File: src/rtl/tile_frame_sequencer.sv
// tile_frame_sequencer: walks a writable tile map row-major once per frame,
// issuing one copy request per tile and then one per live player sprite.
// Each request carries its screen base coordinate and graphic code; the copy
// engine downstream adds the per-pixel offset.
//
// Optional build macro: TILE_FRAME_SEQUENCER_DIRTY_EN
//   Adds one dirty bit per tile so that only tiles written since their last
//   draw are re-requested. Players are always drawn. Without the macro every
//   tile is drawn every frame and no dirty storage exists.
//
// Handshake: copy_req is a level. While copy_req=1 the item outputs are held
// (tile items) or follow the live player position (sprite items). The item is
// complete on the first cycle with copy_req=1 and copy_done=1. copy_done is
// ignored whenever copy_req=0.
module tile_frame_sequencer #(
    parameter int MAP_W       = 11,
    parameter int MAP_H       = 11,
    parameter int ADDR_W      = 7,
    parameter int TILE_LOG2   = 4,
    parameter int ORIGIN_X    = 72,
    parameter int ORIGIN_Y    = 32,
    parameter int N_PLAYERS   = 2,
    parameter int PLAYER_CODE = 8,
    parameter int XW          = 9,
    parameter int YW          = 8
) (
    input  logic                    clock,
    input  logic                    reset,
    input  logic                    start,
    output logic                    busy,
    output logic                    frame_done,
    input  logic                    map_we,
    input  logic [ADDR_W-1:0]       map_addr,
    input  logic [3:0]              map_wdata,
    input  logic [N_PLAYERS*XW-1:0] player_x,
    input  logic [N_PLAYERS*YW-1:0] player_y,
    input  logic [N_PLAYERS-1:0]    player_alive,
    output logic                    copy_req,
    input  logic                    copy_done,
    output logic [3:0]              copy_code,
    output logic [XW-1:0]           base_x,
    output logic [YW-1:0]           base_y,
    output logic                    is_sprite,
    output logic [2:0]              dbg_state_o
);

    localparam int MAP_N = MAP_W * MAP_H;
    localparam int TXW   = (MAP_W > 1) ? $clog2(MAP_W) : 1;
    localparam int TYW   = (MAP_H > 1) ? $clog2(MAP_H) : 1;
    localparam int IW    = (MAP_N > 1) ? $clog2(MAP_N) : 1;
    localparam int PW    = (N_PLAYERS > 1) ? $clog2(N_PLAYERS) : 1;

    localparam logic [TXW-1:0] TX_LAST = TXW'(MAP_W - 1);
    localparam logic [TYW-1:0] TY_LAST = TYW'(MAP_H - 1);
    localparam logic [PW-1:0]  PL_LAST = PW'(N_PLAYERS - 1);
    localparam logic [3:0]     PCODE   = 4'(PLAYER_CODE);

    typedef enum logic [2:0] {
        S_IDLE      = 3'd0,
        S_TILE      = 3'd1,
        S_TILE_NEXT = 3'd2,
        S_PLYR      = 3'd3,
        S_PLYR_NEXT = 3'd4,
        S_DONE      = 3'd5
    } state_t;

    state_t         state_q, state_d;
    logic [TXW-1:0] tx_q, tx_d;
    logic [TYW-1:0] ty_q, ty_d;
    logic [IW-1:0]  idx_q, idx_d;
    logic [PW-1:0]  pl_q, pl_d;
    logic [3:0]     tile_code_q;
    logic [3:0]     map_q [MAP_N];

    logic           map_wr_ok;
    logic           tile_live;
    logic [XW-1:0]  tile_bx;
    logic [YW-1:0]  tile_by;

    assign dbg_state_o = state_q;

    // Writes outside the map range are dropped rather than aliased.
    assign map_wr_ok = map_we && (32'(map_addr) < 32'(MAP_N));

    // Tile screen bases wrap naturally at the coordinate widths.
    assign tile_bx = XW'(ORIGIN_X) + (XW'(tx_q) << TILE_LOG2);
    assign tile_by = YW'(ORIGIN_Y) + (YW'(ty_q) << TILE_LOG2);

`ifdef TILE_FRAME_SEQUENCER_DIRTY_EN
    logic [MAP_N-1:0] dirty_q;
    logic             tile_done;

    assign tile_live = dirty_q[idx_q];
    assign tile_done = (state_q == S_TILE) && tile_live && copy_done;

    // Dirty bits: all set at reset, cleared when their draw completes, and
    // re-set by a write; the write is applied last so it wins a same-cycle tie.
    always_ff @(posedge clock or posedge reset) begin
        if (reset) begin
            dirty_q <= '1;
        end else begin
            if (tile_done) dirty_q[idx_q] <= 1'b0;
            if (map_wr_ok) dirty_q[IW'(map_addr)] <= 1'b1;
        end
    end
`else
    assign tile_live = 1'b1;
`endif

    // Tile map storage, cleared at reset and writable at any time.
    always_ff @(posedge clock or posedge reset) begin
        if (reset) begin
            for (int k = 0; k < MAP_N; k++) map_q[k] <= 4'd0;
        end else if (map_wr_ok) begin
            map_q[IW'(map_addr)] <= map_wdata;
        end
    end

    // State and walk pointers; the tile code is captured on entry to TILE so
    // it stays stable for the whole request even if that tile is rewritten.
    always_ff @(posedge clock or posedge reset) begin
        if (reset) begin
            state_q     <= S_IDLE;
            tx_q        <= '0;
            ty_q        <= '0;
            idx_q       <= '0;
            pl_q        <= '0;
            tile_code_q <= 4'd0;
        end else begin
            state_q <= state_d;
            tx_q    <= tx_d;
            ty_q    <= ty_d;
            idx_q   <= idx_d;
            pl_q    <= pl_d;
            if (state_d == S_TILE && state_q != S_TILE) begin
                tile_code_q <= map_q[idx_d];
            end
        end
    end

    // Next-state, pointer update and item outputs.
    always_comb begin
        state_d    = state_q;
        tx_d       = tx_q;
        ty_d       = ty_q;
        idx_d      = idx_q;
        pl_d       = pl_q;
        busy       = (state_q != S_IDLE);
        frame_done = 1'b0;
        copy_req   = 1'b0;
        copy_code  = 4'd0;
        base_x     = '0;
        base_y     = '0;
        is_sprite  = 1'b0;

        case (state_q)
            S_IDLE: begin
                if (start) begin
                    state_d = S_TILE;
                    tx_d    = '0;
                    ty_d    = '0;
                    idx_d   = '0;
                end
            end

            S_TILE: begin
                if (tile_live) begin
                    copy_req  = 1'b1;
                    copy_code = tile_code_q;
                    base_x    = tile_bx;
                    base_y    = tile_by;
                    if (copy_done) state_d = S_TILE_NEXT;
                end else begin
                    state_d = S_TILE_NEXT;
                end
            end

            S_TILE_NEXT: begin
                if (tx_q == TX_LAST && ty_q == TY_LAST) begin
                    state_d = S_PLYR;
                    pl_d    = '0;
                end else begin
                    state_d = S_TILE;
                    idx_d   = idx_q + 1'b1;
                    if (tx_q == TX_LAST) begin
                        tx_d = '0;
                        ty_d = ty_q + 1'b1;
                    end else begin
                        tx_d = tx_q + 1'b1;
                    end
                end
            end

            S_PLYR: begin
                if (player_alive[pl_q]) begin
                    copy_req  = 1'b1;
                    is_sprite = 1'b1;
                    copy_code = PCODE + 4'(pl_q);
                    base_x    = player_x[pl_q*XW +: XW];
                    base_y    = player_y[pl_q*YW +: YW];
                    if (copy_done) state_d = S_PLYR_NEXT;
                end else begin
                    state_d = S_PLYR_NEXT;
                end
            end

            S_PLYR_NEXT: begin
                if (pl_q == PL_LAST) begin
                    state_d = S_DONE;
                end else begin
                    pl_d    = pl_q + 1'b1;
                    state_d = S_PLYR;
                end
            end

            S_DONE: begin
                frame_done = 1'b1;
                state_d    = S_IDLE;
            end

            default: state_d = S_IDLE;
        endcase
    end

endmodule

File: config.mk
export PLATFORM = sky130hd
export DESIGN_NAME = tile_frame_sequencer
export DESIGN_NICKNAME = d
export VERILOG_FILES = /design/src/rtl/tile_frame_sequencer.sv
export SDC_FILE = /design/constraint.sdc
export NUM_CORES = 1
export LEC_CHECK = 0
export CORE_MARGIN = 3
export CORE_UTILIZATION = 40
export DETAILED_ROUTE_END_ITERATION = 16
export DONT_BUFFER_PORTS = 1
export PLACE_DENSITY = 0.66
export REMOVE_ABC_BUFFERS = 1
export SYNTH_ARGS = -nofsm -noshare
export SYNTH_HDL_FRONTEND = slang
export SYNTH_SLANG_ARGS = --single-unit
File: constraint.sdc
create_clock -name clock -period 16.5 [get_ports clock]
set_input_delay 3.3 -clock clock [delete_from_list [all_inputs] [get_ports clock]]
set_output_delay 3.3 -clock clock [all_outputs]
set_load 0.02 [all_outputs]
==> results.py <==
metrics = {
    "drt": {
        "wl_um": 69140,
        "drc_errors": 0,
        "vias": 17789,
        "routedWlPerCell_um": 23.08,
        "first_pass_iters": 6,
        "drt_iter0_markers": 1841,
        "viasPerCell": 5.938,
        "ant_nets": 0,
    },
    "sta": {
        "min_period_over_period": 0.4693,
        "post-route-min-period_ns": 7.744,
        "slew_headroom": 0.1586,
        "maxSlewViolCount": 0,
        "clock_skew_ns": 0.01472,
        "worst_pin_slew_ns": 1.257,
        "finalHoldViolations": 0,
        "setup_tns_ns": 0,
        "setup_viol": 0,
        "grt_setup_unrepaired": "no",
        "worst_slack_ns": 8.756,
        "max_freq_mhz": 129.1,
    },
    "clock_tree": {
        "h-tree-depth": 2,
        "postCtsSetupBuffers": 0,
        "numClockSinks": 507,
        "cts.repair.resized": 0,
        "cts_tree": "done",
        "cts_root_buf": "clkbuf_16",
        "cts_made_buffers": 52,
        "clock_latency_ns": 0.60,
        "holdBufCountCts": 0,
        "clkTransAtPathRegs_ns": 0.06,
        "cts_buffer_depth": 3,
    },
    "critical_path": {
        "critPathLaunchType": "input port",
        "end_kind": "output pin",
        "critical_path_class": "input port to output pin",
        "critPathMaxFanout": 20,
        "worstPathArrival_ns": 4.44,
        "critPathTopFamily": "compound AO/OA/AOI/OAI gates",
        "crit_buf_inv": 0,
        "path_cells": "mux2i_1 -> or2_2 -> o21ai_0",
        "max_stage_delay_ns": 0.61,
        "cp.required_ns": 13.20,
        "critical-path-slowest-cell": "o21ai_0",
    },
    "floorplanning": {
        "initial_utilization": 0.4078,
        "io_pins": 80,
        "rows": 90,
        "core_area_mm2": 0.06092,
        "die_w_um": 255.2,
        "die_area_mm2": 0.06513,
        "die_h_um": 255.2,
    },
    "layout": {
        "layout_commonest_cell": "dfrtp_1",
        "syn2layout_area_growth_pct": 8.955,
        "final_cell_mix": "507 x dfrtp_1, 486 x mux2_2, 342 x nand2_1",
        "instances_no_fill": 2996,
        "finalNetCount": 2188,
        "fillers": 5519,
        "drive_gt1_frac": 0.2824,
    },
    "logic_synthesis": {
        "synth_top_area_frac": 0.5107,
        "syn_area_mm2": 0.02484,
        "synth_top_cell_by_area": "dfrtp_1",
        "yosys_warnings": 0,
        "ys_top_cells_by_area": "dfrtp_1 51%, mux2_2 22%, nand2_1 5.2%",
        "synth_ff_type": "dfrtp_1",
        "syn_area_per_cell_um2": 11.25,
        "synthCells": 2209,
        "yosys.cell_types.count": 65,
        "yosysSeqAreaShare": 0.5107,
        "synth-edff-count": 0,
        "async_flop_share": 1.000,
        "synth-seq-cells": 507,
    },
    "global_route": {
        "grt_pass1_vias": 17906,
        "grt_pass1_wl_um": 106300,
        "grt_max_degree": 182,
        "grt_usage": 0.2105,
        "overflow": 0,
        "antenna_found_initial": 2,
    },
    "placement": {
        "dp_cells": 2904,
        "routabilityCongestion": 0.8679,
        "post-dp-hpwl_um": 41010,
        "dp_slack_ns": 8.756,
        "port_buffers": 0,
    },
    "pwr": {
        "ir_drop_mv": 0.1131,
        "p_total_mw": 3.668,
        "leakagePower_nw": 12.30,
        "power_density_mw_per_mm2": 135.5,
    },
    "hold_path": {
        "hp-class": "flip-flop to flip-flop",
    },
    "outcome": {
        "status": "completed",
    },
    "flow_run": {
        "cap_violations": 0,
    },
}
[kinds of logic (layout without fill, tap and decap cells)]
| logic type | count (synthesis) | in the layout | synth area share |
|---|---|---|---|
| simple gates | 648 | 648 | 0.1129 |
| mux | 584 | 584 | 0.2598 |
| flops | 507 | 507 | 0.5107 |
| compound gates | 289 | 289 | 0.08078 |
| buf+inv | 174 | 132 | 0.03253 |
| fa+ha+maj | 6 | 6 | 0.003022 |
| xor+xnor | 1 | 1 | 0.0003526 |
| other cells | 0 | 1 | 0 |
[cells in the mapped netlist, types with 24 or more instances]
cell type / number
nor2_1: 133
clkbuf_1: 84
o21ai_0: 32
mux2i_1: 98
dfrtp_1: 507
mux2_2: 486
a31oi_1: 24
a22oi_1: 26
nand4_1: 34
a21oi_1: 78
nand3_1: 78
nand2_1: 342
buf_2: 42
[final timing paths]
path / from / endpoint / slack (ns) / depth (start not counted)
worst min register to register: map_q[355] / map_q[355] / 0.50 / 1
worst min-delay path: map_q[355] / map_q[355] / 0.50 / 1
max in group asynchronous: reset / ty_q[1] / 12.12 / 2
worst max register to register: dbg_state_o[1] / tile_code_q[2] / 11.53 / 11
min in group asynchronous: reset / map_q[361] / 2.72 / 1
worst max-delay path: player_alive[1] / base_x[8] / 8.76 / 3
[area by class of cell]
class | count | area (um2) | area share
inverters | 15 | 68.82 | 0.002542
flip-flops and latches | 507 | 12690 | 0.4687
clock buffers | 77 | 1505 | 0.05561
diodes | 1 | 2.502 | 0.00009245
well taps | 828 | 1036 | 0.03827
clock inverters | 14 | 138.9 | 0.005131
repair buffers | 26 | 245.2 | 0.009060
multi-input cells | 1528 | 11380 | 0.4206
[per-stage QoR]
step / cell area [um2] / utilization / hold WS (ns)
final: 27070 / 0.4443 / 0.5012
after global routing: 27070 / 0.4443 / 0.5079
after CTS: 27070 / 0.4443 / 0.5049
after detailed placement: 25420 / 0.4173 / 0.4921
after global placement: 25420 / 0.4173 / 0.4832
after floorplan: 24100 / - / 0.4721
[layer usage]
layer,wire [um],track usage,part of all wire,vias to the layer above
li1,-,-,-,7762
met4,2333,0.08308,0.034,0
met2,31360,0.3294,0.45,732
met3,5686,0.04573,0.082,156
met5,0,0,0,-
met1,29760,0.2865,0.43,9139
[state kept, by name, indices dropped and copies added, names as in the netlist]
register,flops
tx_q,4
dbg_state_o,3
ty_q,4
idx_q,7
map_q,484
tile_code_q,4
pl_q,1
[where the power goes]
group / switching, mW / internal, mW / total, mW
combinational: 0.724 / 0.354 / 1.08
clock: 0.488 / 0.660 / 1.15
sequential: 0.0854 / 1.36 / 1.44
total: 1.30 / 2.37 / 3.67
Note: power is estimated with default switching activity, not from simulation.
